[src/rtl/uart_port_arbiter.sv]
`default_nettype none
// ============================================================================
// Module      : uart_port_arbiter
// Description : Shares one host UART among four downstream UART ports.
//               Start bits on the downstream RX lines are latched as
//               requests. Requests are served round-robin, and each grant is
//               held until both the granted RX line and the host TX line
//               have been idle for IDLE_BITS bit times. A host override can
//               force a fixed port.
// Revision    : 1.0 - initial release
// ============================================================================
module uart_port_arbiter #(
  parameter int CLKS_PER_BIT = 434,
  parameter int IDLE_BITS    = 20
) (
  input  logic       clk,
  input  logic       reset,
  input  logic [3:0] rx_in,
  input  logic       tx_host,
  input  logic       force_en,
  input  logic [1:0] force_sel,
  output logic [1:0] sel,
  output logic       grant_valid,
  output logic [3:0] pending
);

  localparam int               IDLE_LIMIT = IDLE_BITS * CLKS_PER_BIT;
  localparam int               CNT_W      = $clog2(IDLE_LIMIT + 1);
  localparam logic [CNT_W-1:0] CNT_LAST   = CNT_W'(IDLE_LIMIT - 1);
  localparam logic [CNT_W-1:0] CNT_MAX    = CNT_W'(IDLE_LIMIT);

  typedef enum logic [1:0] {
    ST_IDLE   = 2'd0,
    ST_GRANT  = 2'd1,
    ST_FORCED = 2'd2
  } state_t;

  // Synchronizer chain, edge-detect delay stage and registered fall strobe
  logic [3:0] rx_meta_q, rx_meta_d;
  logic [3:0] rx_sync_q, rx_sync_d;
  logic [3:0] rx_dly_q,  rx_dly_d;
  logic [3:0] rx_fall_q, rx_fall_d;
  logic       tx_meta_q, tx_meta_d;
  logic       tx_sync_q, tx_sync_d;

  // Arbiter state
  state_t           state_q, state_d;
  logic [1:0]       sel_q, sel_d;
  logic             grant_valid_q, grant_valid_d;
  logic [3:0]       pending_q, pending_d;
  logic [1:0]       last_q, last_d;
  logic [CNT_W-1:0] cnt_q, cnt_d;

  // Combinational helpers
  logic [3:0] granted_mask;
  logic       line_idle;
  logic       win_found;
  logic [1:0] win_idx;
  logic [1:0] cand;

  // Next values for the input synchronizers; the fall strobe is registered
  // so the request latch sees a clean single-cycle pulse per start bit.
  always_comb begin
    rx_meta_d = rx_in;
    rx_sync_d = rx_meta_q;
    rx_dly_d  = rx_sync_q;
    rx_fall_d = rx_dly_q & ~rx_sync_q;
    tx_meta_d = tx_host;
    tx_sync_d = tx_meta_q;
  end

  // Request latch, round-robin winner search and grant state machine
  always_comb begin
    state_d       = state_q;
    sel_d         = sel_q;
    grant_valid_d = grant_valid_q;
    last_d        = last_q;
    cnt_d         = cnt_q;
    granted_mask  = 4'b0000;
    win_found     = 1'b0;
    win_idx       = last_q;
    cand          = 2'd0;

    // Only an arbitrated grant masks its own port; forced ports still latch.
    if (state_q == ST_GRANT) begin
      granted_mask[sel_q] = 1'b1;
    end
    pending_d = pending_q | (rx_fall_q & ~granted_mask);

    // Search order last+1, last+2, last+3, last (2-bit wrap-around).
    for (int k = 1; k <= 4; k++) begin
      cand = last_q + 2'(k);
      if (!win_found && pending_q[cand]) begin
        win_found = 1'b1;
        win_idx   = cand;
      end
    end

    line_idle = rx_sync_q[sel_q] & tx_sync_q;

    if (force_en) begin
      state_d       = ST_FORCED;
      sel_d         = force_sel;
      grant_valid_d = 1'b1;
      cnt_d         = '0;
    end else begin
      case (state_q)
        ST_IDLE: begin
          if (win_found) begin
            state_d            = ST_GRANT;
            sel_d              = win_idx;
            last_d             = win_idx;
            grant_valid_d      = 1'b1;
            cnt_d              = '0;
            pending_d[win_idx] = 1'b0;
          end
        end
        ST_GRANT: begin
          if (line_idle) begin
            if (cnt_q == CNT_LAST) begin
              state_d       = ST_IDLE;
              grant_valid_d = 1'b0;
              cnt_d         = '0;
            end else if (cnt_q != CNT_MAX) begin
              cnt_d = cnt_q + CNT_W'(1);
            end
          end else begin
            cnt_d = '0;
          end
        end
        ST_FORCED: begin
          state_d       = ST_IDLE;
          grant_valid_d = 1'b0;
          last_d        = force_sel;
          cnt_d         = '0;
        end
        default: begin
          state_d       = ST_IDLE;
          grant_valid_d = 1'b0;
          cnt_d         = '0;
        end
      endcase
    end
  end

  // State register; synchronizers reset to the idle-high line level
  always_ff @(posedge clk or posedge reset) begin
    if (reset) begin
      rx_meta_q     <= 4'b1111;
      rx_sync_q     <= 4'b1111;
      rx_dly_q      <= 4'b1111;
      rx_fall_q     <= 4'b0000;
      tx_meta_q     <= 1'b1;
      tx_sync_q     <= 1'b1;
      state_q       <= ST_IDLE;
      sel_q         <= 2'd0;
      grant_valid_q <= 1'b0;
      pending_q     <= 4'b0000;
      last_q        <= 2'd3;
      cnt_q         <= '0;
    end else begin
      rx_meta_q     <= rx_meta_d;
      rx_sync_q     <= rx_sync_d;
      rx_dly_q      <= rx_dly_d;
      rx_fall_q     <= rx_fall_d;
      tx_meta_q     <= tx_meta_d;
      tx_sync_q     <= tx_sync_d;
      state_q       <= state_d;
      sel_q         <= sel_d;
      grant_valid_q <= grant_valid_d;
      pending_q     <= pending_d;
      last_q        <= last_d;
      cnt_q         <= cnt_d;
    end
  end

  assign sel         = sel_q;
  assign grant_valid = grant_valid_q;
  assign pending     = pending_q;

endmodule
`default_nettype wire

[config.mk]
export PLATFORM = sky130hd
export DESIGN_NAME = uart_port_arbiter
export DESIGN_NICKNAME = d
export VERILOG_FILES = /design/src/rtl/uart_port_arbiter.sv
export SDC_FILE = /design/constraint.sdc
export NUM_CORES = 1
export LEC_CHECK = 0
export ABC_AREA = 1
export CORE_UTILIZATION = 50
export CTS_CLUSTER_DIAMETER = 120
export DETAILED_ROUTE_END_ITERATION = 7
export MAX_ROUTING_LAYER = met4
export PLACE_DENSITY = 0.71
export SLEW_MARGIN = 20
export SYNTH_ARGS = -nofsm -noshare
export SYNTH_HDL_FRONTEND = slang
export SYNTH_SLANG_ARGS = --single-unit
[constraint.sdc]
create_clock -name clk -period 1.65 [get_ports clk]
set_clock_uncertainty 0.15 [all_clocks]
set_input_delay 0.4125 -clock clk [delete_from_list [all_inputs] [get_ports clk]]
set_output_delay 0.4125 -clock clk [all_outputs]
set_load 0.02 [all_outputs]
==> flow_summary.yaml <==
global_routing:
  grt_pass1_wl_um: 10800
  antenna_found_initial: 0
  overflow: 0
  grt_max_degree: 44
  grt_pass1_vias: 2385
  grt.total_usage: 0.275
pwr:
  power.leakage_nw: 1.65
  power_mw: 4.89
  powerDensity_nw_per_um2: 1430
  peakVddDrop_uv: 972
synthesis:
  syn_nets: 344
  synth_cells: 332
  synth-compound-area-share: 0.0592
  synth_xor_area_frac: 0.0248
  yosys_warnings: 0
  synthAdderAreaFrac: 0.0101
  ys_types: 31
  synth_seq_cells: 43
  synth_mux_area_frac: 0
  syn_area_sq_um: 2470
  yosysSeqAreaShare: 0.443
  synth_top_family_by_area: "simple AND/OR/NAND/NOR gates"
  synthSimpleGateAreaFrac: 0.380
  avgSynthCellArea_sq_um: 7.45
floorplan:
  die-area_sq_um: 5230
  initial_utilization: 0.520
  std_cell_rows: 25
  io_pins: 17
  core_area_sq_um: 4750
  die_w_um: 72.3
  die-height_um: 72.3
timing:
  period_share: 1.19
  tns_ns: -5.88
  slew_viol_final: 0
  setup_ws_ns: -0.307
  max_clock_freq_mhz: 511
  slew_headroom: 0.794
  setup_viol: 24
  hold_viol: 0
  rsz0062_at_grt: "yes"
  max_slew.worst_pin.slew_ns: 0.307
  period_needed_ns: 1.96
placed_design:
  gp_congestion: 0.946
  io_buffer_count: 16
  post-place-ws_ns: -0.322
  hpwl_um: 4350
detailed_routing:
  post_drt_wl_per_cell_um: 13.6
  wl_um: 6620
  drcViolationCount: 0
  via_count: 2525
  drt-initial-drc-count: 224
  ant_nets: 0
  first_pass_iters: 4
  routed_via_density: 5.21
critical_path:
  critPathLaunchType: "register"
  crit_type: "reg2reg"
  crit_path_end_kind: "register"
  crit_fanout: 7
  crit_required_ns: 1.68
  arrival_ns: 1.99
  reg2reg_depth: 11
status:
  violations: "setup timing"
  status: "finished with violations"
clock_tree:
  root_buffer: "clkbuf_8"
  clock_latency_ns: 0.30
  clk_pin_slew_ns: 0.08
  htreeDepth: 2
  clock-sinks: 43
  cts_inserted_buffers: 5
  cts_tree: "yes"
  cts_hold_buf: 0
  clockBufferDepth: 2
hold_path:
  hold_path_depth: 0
  hold_class: "reg2reg"
layout:
  layout-drive-gt1-share: 0.344
  fillers: 358
  fin_util: 0.721
  diodes: 0
  nets: 429
  syn2layout_area_growth_pct: 38.6
job:
  maxCapViolations: 0
-- sequential cells by signal (all words and copies together) (netlist names), 2 cells and up --
| name | flops |
|---|---|
| rx_meta_q | 4 |
| pending | 4 |
| rx_fall_q | 4 |
| rx_dly_d | 4 |
| rx_dly_q | 4 |
| state_q | 2 |
| sel | 2 |
| last_q | 2 |
| cnt_q | 14 |
-- logic make-up after synthesis --
logic type,after synthesis
AO/OA/AOI/OAI,27
XOR/XNOR,7
flip-flops,43
buffers and inverters,48
AND/OR/NAND/NOR,205
adder cells (fa/ha/maj),2
-- worst max-delay path, cell delays in order (launching register included) --
cell     delay, ns
dfstp_2       0.62
inv_4         0.08
nand2_2       0.06
nand2_2       0.08
nand2_1       0.09
nand2_2       0.10
buf_4         0.14
buf_4         0.13
nand3_1       0.10
nand2_2       0.08
nor2_2        0.13
a21oi_1       0.08
-- where the power goes --
part           internal, mW  total, mW  leakage [nW]  switching, mW
clock                 0.390      0.777        0.0563          0.387
combinational          1.15       2.78          1.08           1.63
sequential             1.20       1.34         0.512          0.136
total                  2.74       4.89          1.65           2.16
-- cells in the final DEF, fill, tap and decap left out, types with 9 or more instances in the layout --
cell type / count
nor2_1: 28
dfstp_2: 16
dfrtp_1: 25
inv_1: 35
buf_4: 66
clkdlybuf4s50_1: 9
nand2_1: 88
nor3_1: 14
nand3_1: 36
nand2_2: 20
-- Yosys cell counts --
| cell | number | area share |
|---|---|---|
| nand2_1 | 102 | 0.15 |
| nand3_1 | 39 | 0.079 |
| inv_1 | 35 | 0.053 |
| nor2_1 | 30 | 0.046 |
| dfrtp_1 | 27 | 0.27 |
| dfstp_2 | 16 | 0.17 |
| nor3_1 | 14 | 0.028 |
| a21oi_1 | 10 | 0.020 |
| o21ai_1 | 8 | 0.016 |
| nand2_2 | 7 | 0.018 |
| xor2_1 | 6 | 0.021 |
| o21ai_0 | 5 | 0.010 |
| nand4_1 | 4 | 0.010 |
| buf_2 | 3 | 0.0061 |
| clkbuf_1 | 3 | 0.0046 |
| inv_2 | 3 | 0.0046 |
| nand2_4 | 3 | 0.014 |
| buf_6 | 2 | 0.0091 |
| ha_1 | 2 | 0.010 |
| o21bai_1 | 2 | 0.0061 |
| buf_4 | 1 | 0.0030 |
| inv_4 | 1 | 0.0025 |
| nand3_2 | 1 | 0.0040 |
| nand4_4 | 1 | 0.0086 |
| nor2_2 | 1 | 0.0025 |
| nor2_4 | 1 | 0.0046 |
| nor2_8 | 1 | 0.0081 |
| nor3b_1 | 1 | 0.0030 |
| o21a_1 | 1 | 0.0030 |
| o21ai_2 | 1 | 0.0035 |
| xnor2_1 | 1 | 0.0035 |
-- layout make-up --
type                    count  area [sq um]  share of cell area
clock buffers               6          93.8              0.0274
clock inverters             2          13.8             0.00401
inverters                  39           156              0.0456
multi-input cells         242          1290               0.377
flip-flops and latches     43          1100               0.320
well taps                  67          83.8              0.0244
repair buffers             86           691               0.201
-- path summary, 6_finish.rpt --
check | from | to | slack [ns]
min | tx_meta_q | tx_sync_q | 0.21
max in group asynchronous | reset | tx_meta_q | 0.75
max reg2reg | last_q[0] | pending[1] | -0.31
min in group asynchronous | reset | cnt_q[4] | 0.33
min reg2reg | tx_meta_q | tx_sync_q | 0.21
max | last_q[0] | pending[1] | -0.31
-- stage by stage --
step / cell area, sq um / instances / hold WS [ns]
CTS: 3360 / 484 / 0.210
global route: 3430 / 485 / 0.215
floorplan: 2490 / 332 / 0.195
detailed placement: 3140 / 466 / 0.197
global placement: 3140 / 466 / 0.195
finish: 3430 / 485 / 0.209
-- metal layers --
metal | track usage | wire length (um) | vias up
li1 | - | - | 1230
met1 | 0.353 | 2940 | 1189
met2 | 0.439 | 3200 | 89
met3 | 0.0472 | 329 | 17
met4 | 0.100 | 152 | 0
met5 | - | 0 | -
-- what timing repair did --
action,4_1_cts,5_1_grt
resized for setup,29,22
gates cloned,1,0
setup endpoints to repair,31,27
pin swaps,8,9
buffers inserted,9,1
Note: power is estimated with default switching activity, not from simulation.
==> edit 1: new RTL, same settings <==
Set the parameter `IDLE_BITS` to 30 (it was 20).
--- a/src/rtl/uart_port_arbiter.sv
+++ b/src/rtl/uart_port_arbiter.sv
@@ -13,3 +13,3 @@
   parameter int CLKS_PER_BIT = 434,
-  parameter int IDLE_BITS    = 20
+  parameter int IDLE_BITS    = 30
 ) (
Behaviour: no difference found for any inputs over 10 cycles, from zero or initial values and one cycle with reset high; that may be too few to reach the edited logic, so the function may still have changed.
==> edit 1 against the unedited design <==
- the run still ends with negative setup slack left
- wire length fell by 2.6%
- final area rose by 2.2%
- power rose by 8.4%
- sequential cell count did not move
- synthesized cell count fell by 1.5%
- critical path type unchanged
- combinational power rose by 12%
- die area rose by 1.6%
- setup slack improved by 0.051 ns
- clock power rose by 10%
- area after synthesis rose by 1.6%
- critical endpoint is now cnt_q[7]$_DFFE_PP0P_
- largest power group unchanged
- sequential power barely moved
==> edit 1: results (changes against the unedited design) <==
Pwr
  – Max rail drop VDD: 1.14 mV (was 0.972 mV)
  – Leak: 1.64 nW (was 1.65 nW)

Routing
  – Routed len/inst: 13.7 um (was 13.6 um)
  – Drt first-iter violations: 164 (was 224)
  – DRT Pass-1 Iters: 4 (unchanged)
  – DR WL met3: 238 um (was 329 um)
  – M1 wire length: 2910 um (was 2940 um)
  – Vias post-DR: 2,454 (was 2,525)
  – Routed wire length: 6450 um (was 6620 um)
  – Highest metal used: met4 (unchanged)
  – Routed wl met2: 3200 um (about the same)

Logic synthesis
  – Synth Flop Type: dfrtp_1 (unchanged)
  – Synth cell count leaders: 86 x nand2_1, 38 x nor2_1, 36 x nand3_1 (was 102 x nand2_1, 39 x nand3_1, 35 x inv_1)
  – Synth warn: 0 (unchanged)
  – Cell variety after synth: 26 (was 31)
  – Avg Cell Area, Syn: 7.69 um2 (was 7.45 um2)
  – Mapped Nets: 339 (was 344)
  – Post-synthesis sequential area ratio: 43.6% (was 44.3%)
  – Synth top area cells: dfrtp_1 27%, dfstp_2 17%, nand2_1 13% (was dfrtp_1 27%, dfstp_2 17%, nand2_1 15%)

Setup path
  – WP data arrival: 1.96 ns (was 1.99 ns)

Placed design
  – Cells after DPL: 451 (was 466)
  – Setup WS pre-CTS: -0.368 ns (was -0.322 ns)
  – Final Wtd Congestion: 0.955 (was 0.946)
  – Final HPWL from detailed placement: 4210 um (was 4350 um)

STA
  – Setup Viol. Count Final: 24 (unchanged)
  – Slew HR: 75.6% (was 79.4%)
  – Total Negative Setup Slacks: -5.36 ns (was -5.88 ns)
  – Setup ws final: -0.256 ns (was -0.307 ns)

Clock network
  – H-tree Lvls: 2 (unchanged)
  – Clock-pin slew on the worst setup and hold paths: 0.09 ns
  – Worst-Skew Late Latency: 0.31 ns
  – CTS root buffer: clkbuf_8 (unchanged)

Run status
  – Failing checks: negative setup slack (unchanged)
  – Status: complete, but fails checks (unchanged)

Finish
  – Filler cells: 372 (was 358)
  – Largest Register: cnt_q (unchanged)
  – Most common library cell in the layout ignoring fill and taps: nand2_1 (unchanged)
  – Layout cells sized above 1: 41.3% (was 34.4%)
  – Fin nets: 413 (was 429)

Global route
  – Vias in the first global route: 2,406 (was 2,385)
  – Global-route wire length before repair: 10,600 um (was 10,800 um)
  – Overall global routing resource usage: 27.2% (was 27.5%)
[edit 1: repair_timing]
| action | CTS | global route |
|---|---|---|
| pin swaps | 13 | 2 |
| endpoints found under the hold margin | 0 | 0 |
| gates resized for setup | 47 | 14 |
| setup endpoints to repair | 31 | 27 |
| hold buffers | 0 | 0 |
| gates cloned | 0 | 1 |
| buffers inserted | 7 | 2 |
[edit 1: routing by layer]
layer / global-route usage (%) / vias to the layer above
li1: - / 1213
met1: 33.6 / 1170
met2: 44.9 / 58
met3: 5.39 / 13
met4: 8.93 / 0
met5: - / -
[edit 1: critical path: stages, from the launching register on]
cell and delay (ns):
dfstp_2 0.59, inv_4 0.08, nand2_2 0.07, nand2_1 0.06, nand2_1 0.08, nand2_2 0.10, nor2_8 0.20, nand4_4 0.12
nand2_4 0.15, clkbuf_16 0.17, o21ai_2 0.05
[edit 1: through the flow]
stage	cell area, um2	utilization (%)	hold WS [ns]
CTS	3440	71.9	0.211
detailed placement	3160	66.1	0.198
global placement	3160	66.1	0.196
floorplan	2570	-	0.195
global route	3500	73.2	0.219
finish	3500	73.2	0.210
[edit 1: cell type report]
type / instances / area share (%)
flip-flops and latches: 43 / 31.3
well taps: 67 / 2.39
clock inverters: 3 / 1.29
inverters: 35 / 3.82
repair buffers: 77 / 19.4
clock buffers: 5 / 1.96
multi-input cells: 239 / 39.8
[edit 1: cells by family after synthesis]
logic type,count (synthesis),share of synthesized area (%)
buffers and inverters,45,8.31
AO/OA/AOI/OAI,34,8.56
adder cells (fa/ha/maj),2,0.995
flip-flops,43,43.6
AND/OR/NAND/NOR,197,36.4
XOR/XNOR,6,2.09
[edit 1: final timing paths]
check                      slack, ns                     to  cells past startpoint                    from
max                            -0.26   cnt_q[7]$_DFFE_PP0P_                     10   last_q[0]$_DFFE_PP1P_
min                             0.21  rx_dly_d[0]$_DFF_PP1_                      0  rx_meta_q[0]$_DFF_PP1_
max reg2reg                    -0.26   cnt_q[7]$_DFFE_PP0P_                     10   last_q[0]$_DFFE_PP1P_
min reg2reg                     0.21  rx_dly_d[0]$_DFF_PP1_                      0  rx_meta_q[0]$_DFF_PP1_
max in group asynchronous       0.75  last_q[0]$_DFFE_PP1P_                      3                   reset
min in group asynchronous       0.31   cnt_q[3]$_DFFE_PP0P_                      3                   reset
[edit 1: report_power, final]
part / internal [mW] / switching (mW) / total [mW]
Clock: 0.457 / 0.401 / 0.858
Sequential: 1.20 / 0.139 / 1.34
Combinational: 1.29 / 1.82 / 3.10
==> edit 2: new RTL, same flow settings <==
Without the edit above. Reset style: synchronous (`reset`), changed in one clocked block.
--- a/src/rtl/uart_port_arbiter.sv
+++ b/src/rtl/uart_port_arbiter.sv
@@ -146,3 +146,3 @@
   // State register; synchronizers reset to the idle-high line level
-  always_ff @(posedge clk or posedge reset) begin
+  always_ff @(posedge clk) begin
     if (reset) begin
Behaviour: differs if reset is asserted again (counterexample within 4 cycles, from zero or initial values and one cycle with reset high); with reset held inactive, the same outputs for 10 cycles.
==> edit 2 against the unedited design <==
- the run still ends with negative setup slack left
- final area down 4.9%
- combinational power up 4%
- sequential power down 6%
- setup slack better by 0.15 ns
- global-route usage down 2.3 points
- sequential cell count unchanged
- wire length down 11%
- area after synthesis down 7.5%
- power down 0.61%
- largest cell class unchanged
- largest power group unchanged
==> edit 2: results (changes against the unedited design) <==
STA
  – Setup ws final: -0.155 ns (was -0.307 ns)
  – Total Negative Setup Slacks: -2.11 ns (was -5.88 ns)
  – Setup Viol. Count Final: 22 (was 24)
  – Final Hold Fails: 0 (unchanged)
  – Slew HR: 75.8% (was 79.4%)

Global route
  – Initial antenna violation count: 0 (unchanged)
  – Gr ovfl total: 0 (unchanged)
  – Vias in the first global route: 2,188 (was 2,385)
  – Largest net degree at the start of global routing: 17 (was 44)
  – Overall global routing resource usage: 25.2% (was 27.5%)
  – Global-route wire length before repair: 9460 um (was 10,800 um)

Finish
  – Fin nets: 414 (was 429)
  – Largest register FFs: 14 (unchanged)
  – ANT cells: 0 (unchanged)
  – Largest Register: cnt_q (unchanged)
  – Filler cells: 316 (was 358)
  – Layout cells sized above 1: 43.2% (was 34.4%)

Clock network
  – Resize count post-CTS: 57 (was 29)
  – Clk buf depth: 2 (unchanged)
  – CTS root buffer: clkbuf_8 (unchanged)
  – H-tree Lvls: 2 (unchanged)
  – Worst-Skew Late Latency: 0.30 ns (about the same)
  – Clock-pin slew on the worst setup and hold paths: 0.09 ns
  – TritonCTS Buffers: 5 (unchanged)
  – Post CTS Setup Buffer Count: 8 (was 9)

Logic synthesis
  – Post-synthesis sequential area ratio: 37.6% (was 44.3%)
  – Synth cell count leaders: 77 x nand2_1, 43 x dfxtp_1, 39 x inv_1 (was 102 x nand2_1, 39 x nand3_1, 35 x inv_1)
  – Synth Flop Type: dfxtp_1 (was dfrtp_1)
  – Cell variety after synth: 31 (unchanged)
  – Synth warn: 0 (unchanged)
  – Post-synth ARST share: 0% (was 100%)
  – Synth top area cells: dfxtp_1 38%, nand2_1 13%, nand3_1 6.8% (was dfrtp_1 27%, dfstp_2 17%, nand2_1 15%)
  – Top-count cell post-synth: nand2_1 (unchanged)
  – Avg Cell Area, Syn: 6.95 um2 (was 7.45 um2)
  – Mapped Nets: 341 (was 344)

Pwr
  – Max rail drop VDD: 0.754 mV (was 0.972 mV)
  – Sw frac: 44.9% (was 44.1%)
  – Leak: 1.43 nW (was 1.65 nW)

Placed design
  – Final Wtd Congestion: 0.867 (was 0.946)
  – Final HPWL from detailed placement: 4020 um (was 4350 um)
  – I/O Buffers: 16 (unchanged)
  – Cells after DPL: 436 (was 466)
  – Setup WS pre-CTS: -0.164 ns (was -0.322 ns)

Routing
  – Drt first-iter violations: 138 (was 224)
  – Drt drc: 0 (unchanged)
  – DRT Pass-1 Iters: 4 (unchanged)
  – Routed len/inst: 13.0 um (was 13.6 um)
  – Vias post-DR: 2,353 (was 2,525)
  – Routed wire length: 5910 um (was 6620 um)

Setup path
  – Crit Path Max Fanout: 7 (unchanged)
  – WP data arrival: 1.85 ns (was 1.99 ns)

Hold path
  – Hold crit path type: flip-flop to flip-flop (unchanged)

Run status
  – Failing checks: negative setup slack (unchanged)
  – Status: complete, but fails checks (unchanged)
[edit 2: cell count changes in the layout (fill, tap and decap cells not counted), moves of 11 or more]
cell / delta
nand2_1: -30
nor3_1: -12
buf_4: -15
dfrtp_1: -25
dfxtp_1: +35
dfstp_2: -16
nand3_1: -15
nand2_4: +11
or2_2: +15
[edit 2: logic make-up (layout without fill, tap and decap cells)]
family	count (synthesis)	count (layout)	share of synthesized area, %
buffers and inverters	47	121	8.59
XOR/XNOR	3	3	1.15
AO/OA/AOI/OAI	34	34	9.30
AND/OR/NAND/NOR	200	200	42.2
adder cells (fa/ha/maj)	2	2	1.09
flip-flops	43	43	37.6
[edit 2: path summary, 6_finish.rpt]
| check | from | end | depth (start not counted) |
|---|---|---|---|
| setup / recovery | last_q[0]$_SDFFE_PP1P_ | cnt_q[1]$_SDFFE_PP0P_ | 10 |
| hold / removal | rx_dly_q[3]$_SDFF_PP1_ | rx_fall_q[3]$_SDFF_PP0_ | 2 |
| setup reg to reg | last_q[0]$_SDFFE_PP1P_ | cnt_q[1]$_SDFFE_PP0P_ | 10 |
| hold reg to reg | rx_dly_q[3]$_SDFF_PP1_ | rx_fall_q[3]$_SDFF_PP0_ | 2 |
[edit 2: cell type report]
class                   count  area (um2)  area share [%]
repair buffers             72         589            18.1
well taps                  52        65.1            1.99
clock buffers               5        68.8            2.11
flip-flops and latches     43         881            27.0
multi-input cells         239        1470            45.0
clock inverters             3        26.3           0.805
inverters                  41         165            5.06
[edit 2: worst max-delay path, cell delays in order (launching register included)]
cell,delay [ns]
dfxtp_4,0.39
buf_8,0.13
nand2_2,0.07
nand3_2,0.10
nand2_4,0.08
nor2_8,0.14
nand4_4,0.12
nand2_4,0.14
clkinvlp_4,0.18
nand3b_1,0.13
a21oi_1,0.06
[edit 2: per-stage QoR]
step / cell area, um2 / hold slack [ns] / power, mW
6_report: 3260 / 0.263 / 4.86
5_1_grt: 3260 / 0.290 / 5.15
4_1_cts: 3110 / 0.265 / 4.49
3_5_place_dp: 2810 / 0.247 / 3.30
3_3_place_gp: 2810 / 0.241 / 3.27
2_1_floorplan: 2290 / 0.239 / 2.64
[edit 2: power by group through the flow]
stage                     Combinational, mW  Sequential, mW  Clock, mW
after floorplan                        1.38            1.25          0
after global routing                   3.09            1.27      0.794
after CTS                              2.50            1.24      0.746
after detailed placement               2.07            1.23          0
final                                  2.89            1.26      0.717
after global placement                 2.04            1.23          0
[edit 2: metal layers]
metal / wire [um] / vias up / global-route usage, %
met5: 0 / - / -
met3: 197 / 6 / 4.36
li1: - / 1192 / -
met1: 2630 / 1104 / 30.8
met2: 3020 / 51 / 42.4
met4: 55 / 0 / 8.22
